**config.mk**
```make
export PLATFORM = sky130hd
export DESIGN_NAME = processor_controller_flat
export DESIGN_NICKNAME = d
export VERILOG_FILES = /design/src/rtl/processor_controller_if.sv /design/src/rtl/processor_controller.sv /design/src/flat_wrapper.sv
export SDC_FILE = /design/constraint.sdc
export NUM_CORES = 1
export LEC_CHECK = 0
export ABC_AREA = 1
export ABC_CLOCK_PERIOD_IN_PS = 2300
export CAP_MARGIN = 20
export CORE_UTILIZATION = 30
export DETAILED_ROUTE_END_ITERATION = 10
export PLACE_DENSITY = 0.88
export SLEW_MARGIN = 20
export SYNTH_ARGS = -nofsm -noshare
export SYNTH_HDL_FRONTEND = slang
export SYNTH_SLANG_ARGS = --single-unit
```
**constraint.sdc**
```tcl
create_clock -name Clk -period 2.3 [get_ports Clk]
set_clock_uncertainty 0.15 [all_clocks]
set_input_delay 0.46 -clock Clk [delete_from_list [all_inputs] [get_ports Clk]]
set_output_delay 0.46 -clock Clk [all_outputs]
set_load 0.1 [all_outputs]
```
**src/rtl/processor_controller_if.sv**
```systemverilog
// Control bus between the processor controller and the datapath.
// Carries the instruction word into the controller and every datapath
// enable, select and address back out, plus the state codes for monitoring.
interface processor_controller_if;
  logic [15:0] IR;
  logic        PC_Clr;
  logic        PC_Up;
  logic        IR_Ld;
  logic [7:0]  D_Addr;
  logic        D_Wr;
  logic        RF_s;
  logic [3:0]  RF_W_addr;
  logic        RF_W_en;
  logic [3:0]  RF_Ra_addr;
  logic [3:0]  RF_Rb_addr;
  logic [2:0]  ALU_s0;
  logic [3:0]  State;
  logic [3:0]  NextState;

  // Controller side: consumes the instruction, drives the datapath controls.
  modport master (
    input  IR,
    output PC_Clr, PC_Up, IR_Ld, D_Addr, D_Wr, RF_s, RF_W_addr, RF_W_en,
           RF_Ra_addr, RF_Rb_addr, ALU_s0, State, NextState
  );

  // Datapath / monitor side.
  modport slave (
    output IR,
    input  PC_Clr, PC_Up, IR_Ld, D_Addr, D_Wr, RF_s, RF_W_addr, RF_W_en,
           RF_Ra_addr, RF_Rb_addr, ALU_s0, State, NextState
  );
endinterface

```
**src/rtl/processor_controller.sv**
```systemverilog
// Moore control unit for the 16-bit processor. Sequences fetch, decode and
// execute; only the state is registered, every control output is decoded
// combinationally from the current state and the instruction register, so an
// asynchronous reset drops any active write enable immediately.
module processor_controller (
  input  logic                   Clk,
  input  logic                   Reset,
  processor_controller_if.master ctl
);

  typedef enum logic [3:0] {
    INIT   = 4'd0,
    FETCH  = 4'd1,
    DECODE = 4'd2,
    NOOP   = 4'd3,
    LOAD_A = 4'd4,
    LOAD_B = 4'd5,
    STORE  = 4'd6,
    ADD    = 4'd7,
    SUB    = 4'd8,
    HALT   = 4'd9
  } state_t;

  localparam logic [3:0] OP_STORE = 4'h1;
  localparam logic [3:0] OP_LOAD  = 4'h2;
  localparam logic [3:0] OP_ADD   = 4'h3;
  localparam logic [3:0] OP_SUB   = 4'h4;
  localparam logic [3:0] OP_HALT  = 4'h5;

  localparam logic [2:0] ALU_PASS = 3'b000;
  localparam logic [2:0] ALU_ADD  = 3'b001;
  localparam logic [2:0] ALU_SUB  = 3'b010;

  state_t     state;
  state_t     next_state;
  logic [3:0] opcode;

  assign opcode        = ctl.IR[15:12];
  assign ctl.State     = state;
  assign ctl.NextState = next_state;

  // State register; reset forces Init without waiting for a clock edge.
  always_ff @(posedge Clk or posedge Reset) begin
    if (Reset) state <= INIT;
    else       state <= next_state;
  end

  // Next-state decode; unused opcodes fall through to Noop, illegal codes recover to Init.
  always_comb begin
    next_state = INIT;
    case (state)
      INIT:   next_state = FETCH;
      FETCH:  next_state = DECODE;
      DECODE: begin
        case (opcode)
          OP_STORE: next_state = STORE;
          OP_LOAD:  next_state = LOAD_A;
          OP_ADD:   next_state = ADD;
          OP_SUB:   next_state = SUB;
          OP_HALT:  next_state = HALT;
          default:  next_state = NOOP;
        endcase
      end
      LOAD_A: next_state = LOAD_B;
      LOAD_B: next_state = FETCH;
      NOOP:   next_state = FETCH;
      STORE:  next_state = FETCH;
      ADD:    next_state = FETCH;
      SUB:    next_state = FETCH;
      HALT:   next_state = HALT;
      default: next_state = INIT;
    endcase
  end

  // Per-state control outputs; everything defaults low so at most one write enable is ever active.
  always_comb begin
    ctl.PC_Clr     = 1'b0;
    ctl.PC_Up      = 1'b0;
    ctl.IR_Ld      = 1'b0;
    ctl.D_Addr     = 8'h00;
    ctl.D_Wr       = 1'b0;
    ctl.RF_s       = 1'b0;
    ctl.RF_W_addr  = 4'h0;
    ctl.RF_W_en    = 1'b0;
    ctl.RF_Ra_addr = 4'h0;
    ctl.RF_Rb_addr = 4'h0;
    ctl.ALU_s0     = ALU_PASS;
    case (state)
      INIT: ctl.PC_Clr = 1'b1;
      FETCH: begin
        ctl.IR_Ld = 1'b1;
        ctl.PC_Up = 1'b1;
      end
      // Synchronous data memory: present the address one cycle before write-back.
      LOAD_A: ctl.D_Addr = ctl.IR[11:4];
      LOAD_B: begin
        ctl.D_Addr    = ctl.IR[11:4];
        ctl.RF_s      = 1'b1;
        ctl.RF_W_addr = ctl.IR[3:0];
        ctl.RF_W_en   = 1'b1;
      end
      STORE: begin
        ctl.D_Addr     = ctl.IR[7:0];
        ctl.RF_Ra_addr = ctl.IR[11:8];
        ctl.D_Wr       = 1'b1;
      end
      ADD: begin
        ctl.RF_Ra_addr = ctl.IR[11:8];
        ctl.RF_Rb_addr = ctl.IR[7:4];
        ctl.RF_W_addr  = ctl.IR[3:0];
        ctl.RF_W_en    = 1'b1;
        ctl.ALU_s0     = ALU_ADD;
      end
      SUB: begin
        ctl.RF_Ra_addr = ctl.IR[11:8];
        ctl.RF_Rb_addr = ctl.IR[7:4];
        ctl.RF_W_addr  = ctl.IR[3:0];
        ctl.RF_W_en    = 1'b1;
        ctl.ALU_s0     = ALU_SUB;
      end
      default: ;
    endcase
  end

endmodule

```
**src/flat_wrapper.sv**
```systemverilog
// flat-port wrapper written by rule: the top's interface ports become plain ports
module processor_controller_flat 
  (Clk, Reset, ctl_IR, ctl_PC_Clr, ctl_PC_Up, ctl_IR_Ld, ctl_D_Addr, ctl_D_Wr, ctl_RF_s, ctl_RF_W_addr, ctl_RF_W_en, ctl_RF_Ra_addr, ctl_RF_Rb_addr, ctl_ALU_s0, ctl_State, ctl_NextState);
  processor_controller_if ctl_i ();
  input  logic Clk;
  input  logic Reset;
  input wire logic [$bits(ctl_i.IR)-1:0] ctl_IR;
  output wire logic [$bits(ctl_i.PC_Clr)-1:0] ctl_PC_Clr;
  output wire logic [$bits(ctl_i.PC_Up)-1:0] ctl_PC_Up;
  output wire logic [$bits(ctl_i.IR_Ld)-1:0] ctl_IR_Ld;
  output wire logic [$bits(ctl_i.D_Addr)-1:0] ctl_D_Addr;
  output wire logic [$bits(ctl_i.D_Wr)-1:0] ctl_D_Wr;
  output wire logic [$bits(ctl_i.RF_s)-1:0] ctl_RF_s;
  output wire logic [$bits(ctl_i.RF_W_addr)-1:0] ctl_RF_W_addr;
  output wire logic [$bits(ctl_i.RF_W_en)-1:0] ctl_RF_W_en;
  output wire logic [$bits(ctl_i.RF_Ra_addr)-1:0] ctl_RF_Ra_addr;
  output wire logic [$bits(ctl_i.RF_Rb_addr)-1:0] ctl_RF_Rb_addr;
  output wire logic [$bits(ctl_i.ALU_s0)-1:0] ctl_ALU_s0;
  output wire logic [$bits(ctl_i.State)-1:0] ctl_State;
  output wire logic [$bits(ctl_i.NextState)-1:0] ctl_NextState;
  assign ctl_i.IR = ctl_IR;
  assign ctl_PC_Clr = ctl_i.PC_Clr;
  assign ctl_PC_Up = ctl_i.PC_Up;
  assign ctl_IR_Ld = ctl_i.IR_Ld;
  assign ctl_D_Addr = ctl_i.D_Addr;
  assign ctl_D_Wr = ctl_i.D_Wr;
  assign ctl_RF_s = ctl_i.RF_s;
  assign ctl_RF_W_addr = ctl_i.RF_W_addr;
  assign ctl_RF_W_en = ctl_i.RF_W_en;
  assign ctl_RF_Ra_addr = ctl_i.RF_Ra_addr;
  assign ctl_RF_Rb_addr = ctl_i.RF_Rb_addr;
  assign ctl_ALU_s0 = ctl_i.ALU_s0;
  assign ctl_State = ctl_i.State;
  assign ctl_NextState = ctl_i.NextState;
  processor_controller u_core (.Clk(Clk), .Reset(Reset), .ctl(ctl_i));
endmodule
```
==> metrics, run 1 <==
outcome stopped before the end; failing step detailed placement (3_5_place_dp); Err [ERROR DPL-0038] Utilization greater than 100%, impossible to legalize; Syn Area/Cell 5.39 sq um; unique cell type count in the Yosys netlist 17; largest cells by area after synthesis dfrtp_1, inv_1, nand2_1, nor2_1, o21ai_0; top-area cell type share of the netlist area 19.1%; Seq cells post-synth 4; Synth Net Count 115; die span in y 43.8 microns; Ys Warns 0; Rows 14; post-synthesis sequential area ratio 19.1%; Initial Utilization 33.5%; I/O Pins 55; Die Span X 43.8 microns; Synth area leader dfrtp_1; Final GP Congestion 0.760; # port buffers 53; Post-Syn Instances 97; Netlist Area Pre-Place 523 sq um
## kinds of logic after synthesis
logic type | share of synthesized area (%)
AOI/OAI and AO/OA | 16.3
buffers and inverters | 22.2
DFF | 19.1
other | 0.717
and+or+nand+nor | 41.6
## through the flow
step                    setup WS, ps  std cells  hold WS (ps)  instance area, sq um
after global placement          43.7        165           495                  1670
after floorplan                 -287         97          76.2                   827
## cells in the mapped netlist
cell      n
dfrtp_1   4
nor2_1   11
conb_1    1
a21oi_1   4
nand2_1  24
nor3_1    1
nor2_4    1
nand3_1   5
buf_4     2
inv_1    25
nor2_2    1
inv_2     2
o22ai_1   4
nand3_2   2
o21ai_0   8
nand2_2   1
nand4_2   1
==> inputs of run 2 (changes only) <==
Settings changed: CORE_AREA set to 2 2 63 65, CORE_UTILIZATION 30 to not set, DIE_AREA set to 0 0 65 67, PLACE_DENSITY 0.88 to not set, PLACE_DENSITY_LB_ADDON set to 0.15.
==> run 2 against run 1 <==
Effect of this change:
- the flow now finishes without violations
- synthesized area unchanged
- synthesized cell count unchanged
==> metrics, run 2 <==
outcome finished clean; Power Dens Cells 1070 nW/um^2; top_reg_cell synth dfrtp_1; Die Span X 65 microns; max-slew violation count 0; ys async rst share 100%; Final #Nets 186; CTS sink count 4; Synth area leader dfrtp_1; most common library cells after synthesis inv_1, nand2_1, nor2_1; Max Clock Freq 446 MHz; CP top delay family buffers and inverters; Final GP Congestion 0.739; clock root cell clkbuf_8; Static Leak 0.000843 uW; Initial Utilization 14.5%; switching share of power 63.0%; top-area cell type share of the netlist area 19.1%; non-filler cells, final 214; CTS tree built; level count of the clock H-tree 1; worst-path cell chain nor2_4 > buf_12 > nand2_4 > inv_12 > nor2_4 > buf_12 > nor2_4 > buf_12; Min-Delay Path Class in -> async; Tcrit/Tclk final 97.6%; GRT overflow 0; Critical path buffers and inverters 4; Seq cells post-synth 4; most common cell after layout, fill and taps aside buf_12; Clock Pin Slew Worst Setup and Hold Paths 30 ps; placed cell count 197; Comb pwr share 84.7%; number of flip-flops in the largest register 4; Rows 22; # setup viols final 0; fin crit period 2240 ps; first-pass GRT wire length 3660 microns; CTS Buf Count 3; critical path capture point type primary output; crit path kind reg -> out; synth-to-layout area growth 267%; register share of total power 8.1%; drt pass-1 iters 3; initial antenna violation count 0; largest cells by area after synthesis dfrtp_1, inv_1, nand2_1, nor2_1, o21ai_0; # port buffers 53; max_cap viols 0; total track usage 10.9%; Max Buffers Root-to-Sink 2; Syn Area/Cell 5.39 sq um; Ys Warns 0; commonest cells after routing, fill and taps aside buf_12, inv_1, buf_4; critical path arrival 1630 ps; ANT nets after route 0; design area 1920 sq um; detail-routed via count per cell 4.13; unique cell type count in the Yosys netlist 17; crit-path max cell delay 500 ps; layout cells sized above 1 62.0%; core area 3610 sq um; most common cell in the netlist inv_1; Reg2Reg Depth 4; Post-Syn Instances 97; DIE AREA 4360 sq um; VDD IR-drop max 0.965 mV; DRT Wirelength 2420 microns; n_diodes 0; Pint 762 uW; endpoints failing hold 0; Synth Net Count 115; clock group share of total power 7.2%; vias in the first global route 802; Worst setup SP type register; WP depth 8; post-synthesis sequential area ratio 19.1%; post-route DRC violation count 0; I/O Pins 55; placed cell areas 1710 sq um; sw power 1300 uW; Netlist Area Pre-Place 523 sq um; Hold WS 281 ps; Worst-Skew Late Latency 220 ps; die span in y 67 microns; dpl hpwl 2110 microns; CP max-delay cell dfrtp_4; largest net degree at the start of global routing 9; vias post-DR 883; CP Data Required Time 1690 ps; 1st-iter DRT viols 3; CP max FO 5; number of synthesized flops with an enable pin 0; DR WL/cell 11.3 microns
==> run 2: cell counts after synthesis <==
Identical to the previous run, type by type.
==> run 2: layout make-up <==
cell class	instances	area, sq um
clock buffer	3	41.3
sequential	4	115
inverter	27	140
fill	330	1680
multi-input combinational	64	564
timing repair buffer	68	1000
tap	48	60.1
==> run 2: final timing paths <==
| check | startpoint | end | slack, ps |
|---|---|---|---|
| max reg2reg | u_core.ctl.State[1] | u_core.ctl.State[0] | 850 |
| min in group Clk | ctl_IR[12] | u_core.ctl.State[1] | 520 |
| min reg2reg | u_core.ctl.State[3] | u_core.ctl.State[3] | 570 |
| min | Reset | u_core.ctl.State[1] | 280 |
| max | u_core.ctl.State[3] | ctl_RF_Ra_addr[0] | 60 |
| max in group asynchronous | Reset | u_core.ctl.State[3] | 1550 |
==> run 2: per-layer routing <==
| layer | routed length (microns) | up-vias | track usage [%] |
|---|---|---|---|
| met5 | 0 | - | 0 |
| met4 | 14 | 0 | 3.19 |
| met3 | 188 | 2 | 2.70 |
| met2 | 1350 | 34 | 21.4 |
| met1 | 870 | 417 | 11.4 |
| li1 | - | 430 | - |
==> run 2: power by group through the flow <==
stage | clock, uW | combinational [uW] | sequential [uW]
2_1_floorplan | 0 | 1040 | 323
3_3_place_gp | 0 | 1700 | 166
3_5_place_dp | 0 | 1710 | 167
4_1_cts | 154 | 1720 | 166
5_1_grt | 162 | 1800 | 172
6_report | 148 | 1740 | 167
==> run 2: repair_timing <==
| action | CTS | global route |
|---|---|---|
| buffers inserted | 1 | 13 |
| hold buffers | 0 | 0 |
| pin swaps | 1 | 8 |
| gates resized for setup | 2 | 8 |
| endpoints found under the setup margin | 10 | 4 |
==> run 2: logic make-up after synthesis <==
logic type	synth area share (%)
buffers and inverters	22.2
DFF	19.1
and+or+nand+nor	41.6
other	0.717
AOI/OAI and AO/OA	16.3
==> run 2: metrics by stage <==
stage | worst slack, ps | util [%] | power, uW | TNS (ps)
after floorplan | -287 | - | 1370 | -2620
after global placement | 16.1 | 47.4 | 1870 | 0
after detailed placement | -13.0 | 47.4 | 1870 | -15.5
after CTS | 15.9 | 49.3 | 2040 | 0
after global routing | -1.94 | 53.3 | 2130 | -1.94
final | 56.3 | 53.3 | 2060 | 0
(Power assumes the default switching activity.)
